--- src/rtl/pdm_mic_capture.sv ---
// pdm_mic_capture
//   PDM microphone front end. Generates the mic clock, samples 1-bit PDM data
//   for one (left) or two (left + right) channels on opposite mclk edges,
//   decimates by counting ones over DECIM bits per channel, and presents the
//   PCM result on a valid/ready port. Optional PWM monitor drives an amplifier.
//
//   Build option: define MIC_PWM_LOOP_EN to build the PWM monitor on ampPWM;
//   without it ampPWM is tied low.
//
// Ports
//   clk        system clock
//   reset      synchronous, active-high
//   en         capture enable; low forces IDLE
//   mclk       PDM mic clock, clk/(2*CLK_DIV)
//   micLRSel   constant LR_SEL
//   micData    PDM data, asynchronous to clk
//   pcm_data   [SAMPLE_W-1:0] left, next SAMPLE_W bits right (stereo)
//   pcm_valid  sample available
//   pcm_ready  consumer accepts sample
//   overflow   sticky: a sample was overwritten before being accepted
//   ampPWM     PWM of the last left sample (MIC_PWM_LOOP_EN) or 0
//   ampSD      amplifier enable, high only while running
module pdm_mic_capture #(
    parameter int CLK_DIV  = 25,
    parameter int DECIM    = 64,
    parameter int SAMPLE_W = 8,
    parameter int CHANNELS = 1,
    parameter int WARMUP   = 4,
    parameter bit LR_SEL   = 1'b0
) (
    input  logic                         clk,
    input  logic                         reset,
    input  logic                         en,
    output logic                         mclk,
    output logic                         micLRSel,
    input  logic                         micData,
    output logic [CHANNELS*SAMPLE_W-1:0] pcm_data,
    output logic                         pcm_valid,
    input  logic                         pcm_ready,
    output logic                         overflow,
    output logic                         ampPWM,
    output logic                         ampSD
);

    localparam int DIV_W = $clog2(CLK_DIV);
    localparam int CNT_W = $clog2(DECIM + 1);
    localparam int WRM_W = (WARMUP > 1) ? $clog2(WARMUP) : 1;
    localparam int MAXV  = (1 << SAMPLE_W) - 1;

    typedef enum logic [1:0] {
        S_IDLE = 2'd0,
        S_WARM = 2'd1,
        S_RUN  = 2'd2
    } state_t;

    state_t                             state_q, state_d;
    logic [1:0]                         sync_q, sync_d;
    logic [DIV_W-1:0]                   div_q, div_d;
    logic                               mclk_q, mclk_d;
    logic [CNT_W-1:0]                   bit_cnt_q, bit_cnt_d;
    logic [CNT_W-1:0]                   ones_l_q, ones_l_d;
    logic [CNT_W-1:0]                   ones_r_q, ones_r_d;
    logic [WRM_W-1:0]                   warm_q, warm_d;
    logic [CHANNELS-1:0][SAMPLE_W-1:0]  pcm_q, pcm_d;
    logic                               valid_q, valid_d;
    logic                               ovf_q, ovf_d;

    logic                               bit_in;
    logic                               left_smp, right_smp, frame_end;
    logic [CNT_W-1:0]                   l_sum, r_sum;

    function automatic logic [SAMPLE_W-1:0] sat(input logic [CNT_W-1:0] v);
        if (32'(v) > MAXV) sat = SAMPLE_W'(MAXV);
        else               sat = SAMPLE_W'(v);
    endfunction

    assign bit_in = sync_q[1];

    always_comb begin
        sync_d    = {sync_q[0], micData};
        state_d   = state_q;
        div_d     = div_q;
        mclk_d    = mclk_q;
        bit_cnt_d = bit_cnt_q;
        ones_l_d  = ones_l_q;
        ones_r_d  = ones_r_q;
        warm_d    = warm_q;
        pcm_d     = pcm_q;
        valid_d   = valid_q;
        ovf_d     = ovf_q;
        left_smp  = 1'b0;
        right_smp = 1'b0;
        frame_end = 1'b0;
        l_sum     = ones_l_q;
        r_sum     = ones_r_q;

        if (valid_q && pcm_ready) valid_d = 1'b0;

        if (!en) begin
            state_d   = S_IDLE;
            div_d     = '0;
            mclk_d    = 1'b0;
            bit_cnt_d = '0;
            ones_l_d  = '0;
            ones_r_d  = '0;
            warm_d    = '0;
            valid_d   = 1'b0;
        end else if (state_q == S_IDLE) begin
            state_d = (WARMUP == 0) ? S_RUN : S_WARM;
        end else begin
            if (div_q == DIV_W'(CLK_DIV - 1)) begin
                div_d     = '0;
                mclk_d    = !mclk_q;
                left_smp  = mclk_q;                        // end of high phase
                right_smp = !mclk_q && (CHANNELS == 2);    // end of low phase
            end else begin
                div_d = div_q + DIV_W'(1);
            end

            if (left_smp) begin
                l_sum     = ones_l_q + CNT_W'(bit_in);
                ones_l_d  = l_sum;
                bit_cnt_d = bit_cnt_q + CNT_W'(1);
                frame_end = (CHANNELS == 1) && (bit_cnt_q == CNT_W'(DECIM - 1));
            end

            // In stereo bit_cnt already counts the paired left bit, so it runs
            // 1..DECIM here; a right slot before any left bit (first low phase
            // after enable) has nothing to pair with and is skipped.
            if (right_smp && bit_cnt_q != '0) begin
                r_sum     = ones_r_q + CNT_W'(bit_in);
                ones_r_d  = r_sum;
                frame_end = (bit_cnt_q == CNT_W'(DECIM));
            end

            // The closing bit is already folded into l_sum/r_sum.
            if (frame_end) begin
                bit_cnt_d = '0;
                ones_l_d  = '0;
                ones_r_d  = '0;
                if (state_q == S_WARM) begin
                    if (warm_q == WRM_W'(WARMUP - 1)) begin
                        state_d = S_RUN;
                        warm_d  = '0;
                    end else begin
                        warm_d = warm_q + WRM_W'(1);
                    end
                end else begin
                    pcm_d[0] = sat(l_sum);
                    if (CHANNELS == 2) pcm_d[CHANNELS-1] = sat(r_sum);
                    if (valid_q && !pcm_ready) ovf_d = 1'b1;
                    valid_d = 1'b1;
                end
            end
        end
    end

    always_ff @(posedge clk) begin
        if (reset) begin
            state_q   <= S_IDLE;
            sync_q    <= '0;
            div_q     <= '0;
            mclk_q    <= 1'b0;
            bit_cnt_q <= '0;
            ones_l_q  <= '0;
            ones_r_q  <= '0;
            warm_q    <= '0;
            pcm_q     <= '0;
            valid_q   <= 1'b0;
            ovf_q     <= 1'b0;
        end else begin
            state_q   <= state_d;
            sync_q    <= sync_d;
            div_q     <= div_d;
            mclk_q    <= mclk_d;
            bit_cnt_q <= bit_cnt_d;
            ones_l_q  <= ones_l_d;
            ones_r_q  <= ones_r_d;
            warm_q    <= warm_d;
            pcm_q     <= pcm_d;
            valid_q   <= valid_d;
            ovf_q     <= ovf_d;
        end
    end

`ifdef MIC_PWM_LOOP_EN
    // Period is MAXV counts so duty MAXV gives a constant high output.
    logic [SAMPLE_W-1:0] pwm_q, pwm_d;

    always_comb begin
        pwm_d = '0;
        if (state_q == S_RUN && pwm_q != SAMPLE_W'(MAXV - 1)) pwm_d = pwm_q + SAMPLE_W'(1);
    end

    always_ff @(posedge clk) begin
        if (reset) pwm_q <= '0;
        else       pwm_q <= pwm_d;
    end

    assign ampPWM = (state_q == S_RUN) && (pwm_q < pcm_q[0]);
`else
    assign ampPWM = 1'b0;
`endif

    assign mclk      = mclk_q;
    assign micLRSel  = LR_SEL;
    assign pcm_data  = pcm_q;
    assign pcm_valid = valid_q;
    assign overflow  = ovf_q;
    assign ampSD     = (state_q == S_RUN);

endmodule
--- config.mk ---
export PLATFORM = sky130hd
export DESIGN_NAME = pdm_mic_capture
export DESIGN_NICKNAME = d
export VERILOG_FILES = /design/src/rtl/pdm_mic_capture.sv
export SDC_FILE = /design/constraint.sdc
export NUM_CORES = 1
export LEC_CHECK = 0
export BUFFER_PORTS_ARGS = -buffer_cell sky130_fd_sc_hd__buf_2
export CORE_UTILIZATION = 41
export CTS_CLUSTER_DIAMETER = 120
export CTS_CLUSTER_SIZE = 24
export DETAILED_ROUTE_END_ITERATION = 6
export PLACE_DENSITY = 0.6
export SLEW_MARGIN = 20
export SYNTH_ARGS = -nofsm -noshare
export SYNTH_HDL_FRONTEND = slang
export SYNTH_SLANG_ARGS = --single-unit
--- constraint.sdc ---
create_clock -name clk -period 2.2 [get_ports clk]
set_input_delay 0.33 -clock clk [delete_from_list [all_inputs] [get_ports clk]]
set_output_delay 0.33 -clock clk [all_outputs]
set_load 0.01 [all_outputs]
==> metrics.md <==
| Metric | Value |
|---|---|
| Outcome | `finished, final reports clean` |
| Worst path required time | `2360 ps` |
| Asr flop ratio synth | `0` |
| Num ports | `19` |
| Global-route wire length before repair | `5782 um` |
| Max frequency | `0.5425 GHz` |
| CTS max path bufs | `2` |
| Clock share of power | `0.408` |
| Final Skew | `10.52 ps` |
| Initial core utilization | `0.4282` |
| Min Hold Slack | `275.0 ps` |
| Commonest non-fill, non-tap cell in the layout | `dfxtp_1` |
| Arrival time worst endpoint | `2000 ps` |
| Largest net degree at the start of global routing | `17` |
| Post-synth EDFFs | `0` |
| Top-area cell type share of the netlist area | `0.4091` |
| HPWL Detailed | `2392 um` |
| Standard-cell row count | `23` |
| Reg power frac | `0.558` |
| Critical path cell sequence | `inv_1, ha_1, and3b_1, nand4_2, nor2_1, a211oi_1` |
| Pwr per Cell Area | `615.2 nW/um2` |
| Antenna diodes | `0` |
| Die W | `66.64 um` |
| Worst path slowest cell | `nor2_1` |
| Hold crit path type | `in2reg` |
| CP Capture Type | `flip-flop` |
| Synthesized netlist cell count | `198` |
| Number of synthesized register bits | `35` |
| DRC | `0` |
| Commonest non-fill, non-tap cells in the layout | `dfxtp_1, a21oi_1, nand2_1` |
| Final-report hold violation count | `0` |
| Buffers on Ports | `15` |
| Post-CTS Setup Bufs | `0` |
| Die Area | `4440 um2` |
| Syn. warnings | `0` |
| Leakage | `0.6543 nW` |
| CTS tree | `built` |
| Final worst-path cycle share | `0.8378` |
| Switch share | `0.2198` |
| Slew headroom | `0.6550` |
| Register area share after synthesis | `0.4091` |
| Max Cap Viol | `0` |
| Number of global-route vias before repair | `1229` |
| GR Overflow Total | `0` |
| Min Clock Period, post-route | `1843 ps` |
| Share of layout cells above drive strength 1 | `0.1531` |
| Initial antenna violation count | `0` |
| Drt pass-1 iters | `4` |
| Critical path buffer and inverter count | `1` |
| Global Route Usage Sum | `0.1754` |
| Finished Core Util | `0.4657` |
| H-tree depth | `2` |
| Top cells by area, synth | `dfxtp_1, a21oi_1, ha_1, nand3_1, nand2_1` |
| Clock slew at reported path FFs | `60 ps` |
| Worst-skew pair later-pin latency | `290 ps` |
| Routed via count | `1392` |
| Synth-to-layout area growth | `8.766%` |
| Cell variety after synth | `43` |
| Net Sw Power | `0.2519 mW` |
| Dominant synthesized flop cell | `dfxtp_1` |
| CP max stage delay | `330 ps` |
| RSZ-0062 raised after global routing | `false` |
| Die span in y | `66.64 um` |
| Hold_buf cts | `0` |
| Maximum vdd drop | `359.5 uV` |
| Logic pwr share | `0.034` |
| Setup TNS | `0 ps` |
| Syn avg cell area | `8.651 um2` |
| Final Net Count | `220` |
| CORE AREA | `4000 um2` |
| Cts bufs inserted | `5` |
| CP top delay family | `simple AND/OR/NAND/NOR gates` |
| Mapped Area | `1713 um2` |
| ANT nets after route | `0` |
| Fin. max-slew vios | `0` |
| Final setup fails | `0` |
| Internal Power | `0.8942 mW` |
| Wire per inst | `13.09 um` |
| Via/cell ratio | `5.375` |
| Gpl congestion | `0.8441` |
| CTS root buffer | `clkbuf_8` |
| Tightest Pin Transition | `514.6 ps` |
| Routed WL | `3391 um` |
| CP Class | `reg2reg` |
| CTS resizes | `0` |
| Crit start category | `flip-flop` |
| Initial drt markers | `35` |
| Yosys top cell by area | `dfxtp_1` |
| Critical Path Fanout Max | `10` |
| Clock Sink Count | `35` |
state kept, by name (all words and copies together) (netlist names):
signal and cells:
bit_cnt_q 7, div_q 5, mclk 1, ones_l_q 7, overflow 1, pcm_data 7
pcm_valid 1, state_q 2, sync_q 2, warm_q 2
power groups by stage:
stage	Clock, mW	Sequential, mW	Combinational, mW
floorplan	0	0.653	0.0299
global placement	0	0.654	0.0394
detailed placement	0	0.654	0.0385
CTS	0.484	0.640	0.0389
global route	0.506	0.640	0.0435
finish	0.468	0.640	0.0387
through the flow:
stage | total power [mW] | area (um2) | cells | worst slack, ps
4_1_cts | 1.162 | 1863 | 259 | 373.3
3_3_place_gp | 0.6938 | 1775 | 252 | 383.9
3_5_place_dp | 0.6929 | 1775 | 252 | 385.2
2_1_floorplan | 0.6834 | 1720 | 200 | 492.4
5_1_grt | 1.189 | 1863 | 259 | 167.1
6_report | 1.146 | 1863 | 259 | 356.8
Yosys cell counts, types with 3 or more instances:
library cell,instances
buf_2,6
buf_4,3
ha_1,6
dfxtp_1,35
clkbuf_1,3
xnor2_1,4
nand3_1,13
nor2b_1,5
nand4_1,6
nor3_1,5
xor2_1,7
nor2_1,16
o21ai_0,4
buf_6,3
a211oi_1,5
nor4_1,5
inv_1,5
nand2_1,17
a21oi_1,21
worst register-to-register path, stage by stage, from the launching register on:
cell and delay, ps:
dfxtp_1 320, inv_1 90, ha_1 210, and3b_1 320, nand4_2 330, nor2_1 340, a211oi_1 120
final timing paths:
path | start | to | slack [ps] | depth (start not counted)
max | div_q[0]$_SDFFE_PP0N_ | pcm_data[6]$_SDFFE_PP0P_ | 360 | 6
min | micData | sync_q[0]$_SDFF_PP0_ | 280 | 2
max reg2reg | div_q[0]$_SDFFE_PP0N_ | pcm_data[6]$_SDFFE_PP0P_ | 360 | 6
min reg2reg | bit_cnt_q[6]$_SDFFE_PP0P_ | bit_cnt_q[6]$_SDFFE_PP0P_ | 440 | 2
routing by layer:
| layer | up-vias | part of all wire | global-route usage |
|---|---|---|---|
| met4 | 0 | 0.016 | 0.07181 |
| met5 | - | 0 | 0 |
| li1 | 719 | - | - |
| met2 | 20 | 0.44 | 0.2614 |
| met3 | 6 | 0.041 | 0.05137 |
| met1 | 647 | 0.50 | 0.2336 |
final cells by class:
type | instances | area (um2)
Fill cell | 422 | 2137
Tap cell | 50 | 62.56
Inverter | 5 | 18.77
Timing Repair Buffer | 17 | 90.09
Clock buffer | 6 | 82.58
Sequential cell | 35 | 700.7
Multi-Input combinational cell | 145 | 903.4
Clock inverter | 1 | 5.005
cell families after synthesis:
| logic type | share of synthesized area |
|---|---|
| and+or+nand+nor | 0.2652 |
| AOI/OAI and AO/OA | 0.1556 |
| DFF | 0.4091 |
| buffers and inverters | 0.06793 |
| xor gates and xnor gates | 0.05624 |
| adders and majority gates | 0.04383 |
| other | 0.002189 |
Power figures use the tool's default switching activity.
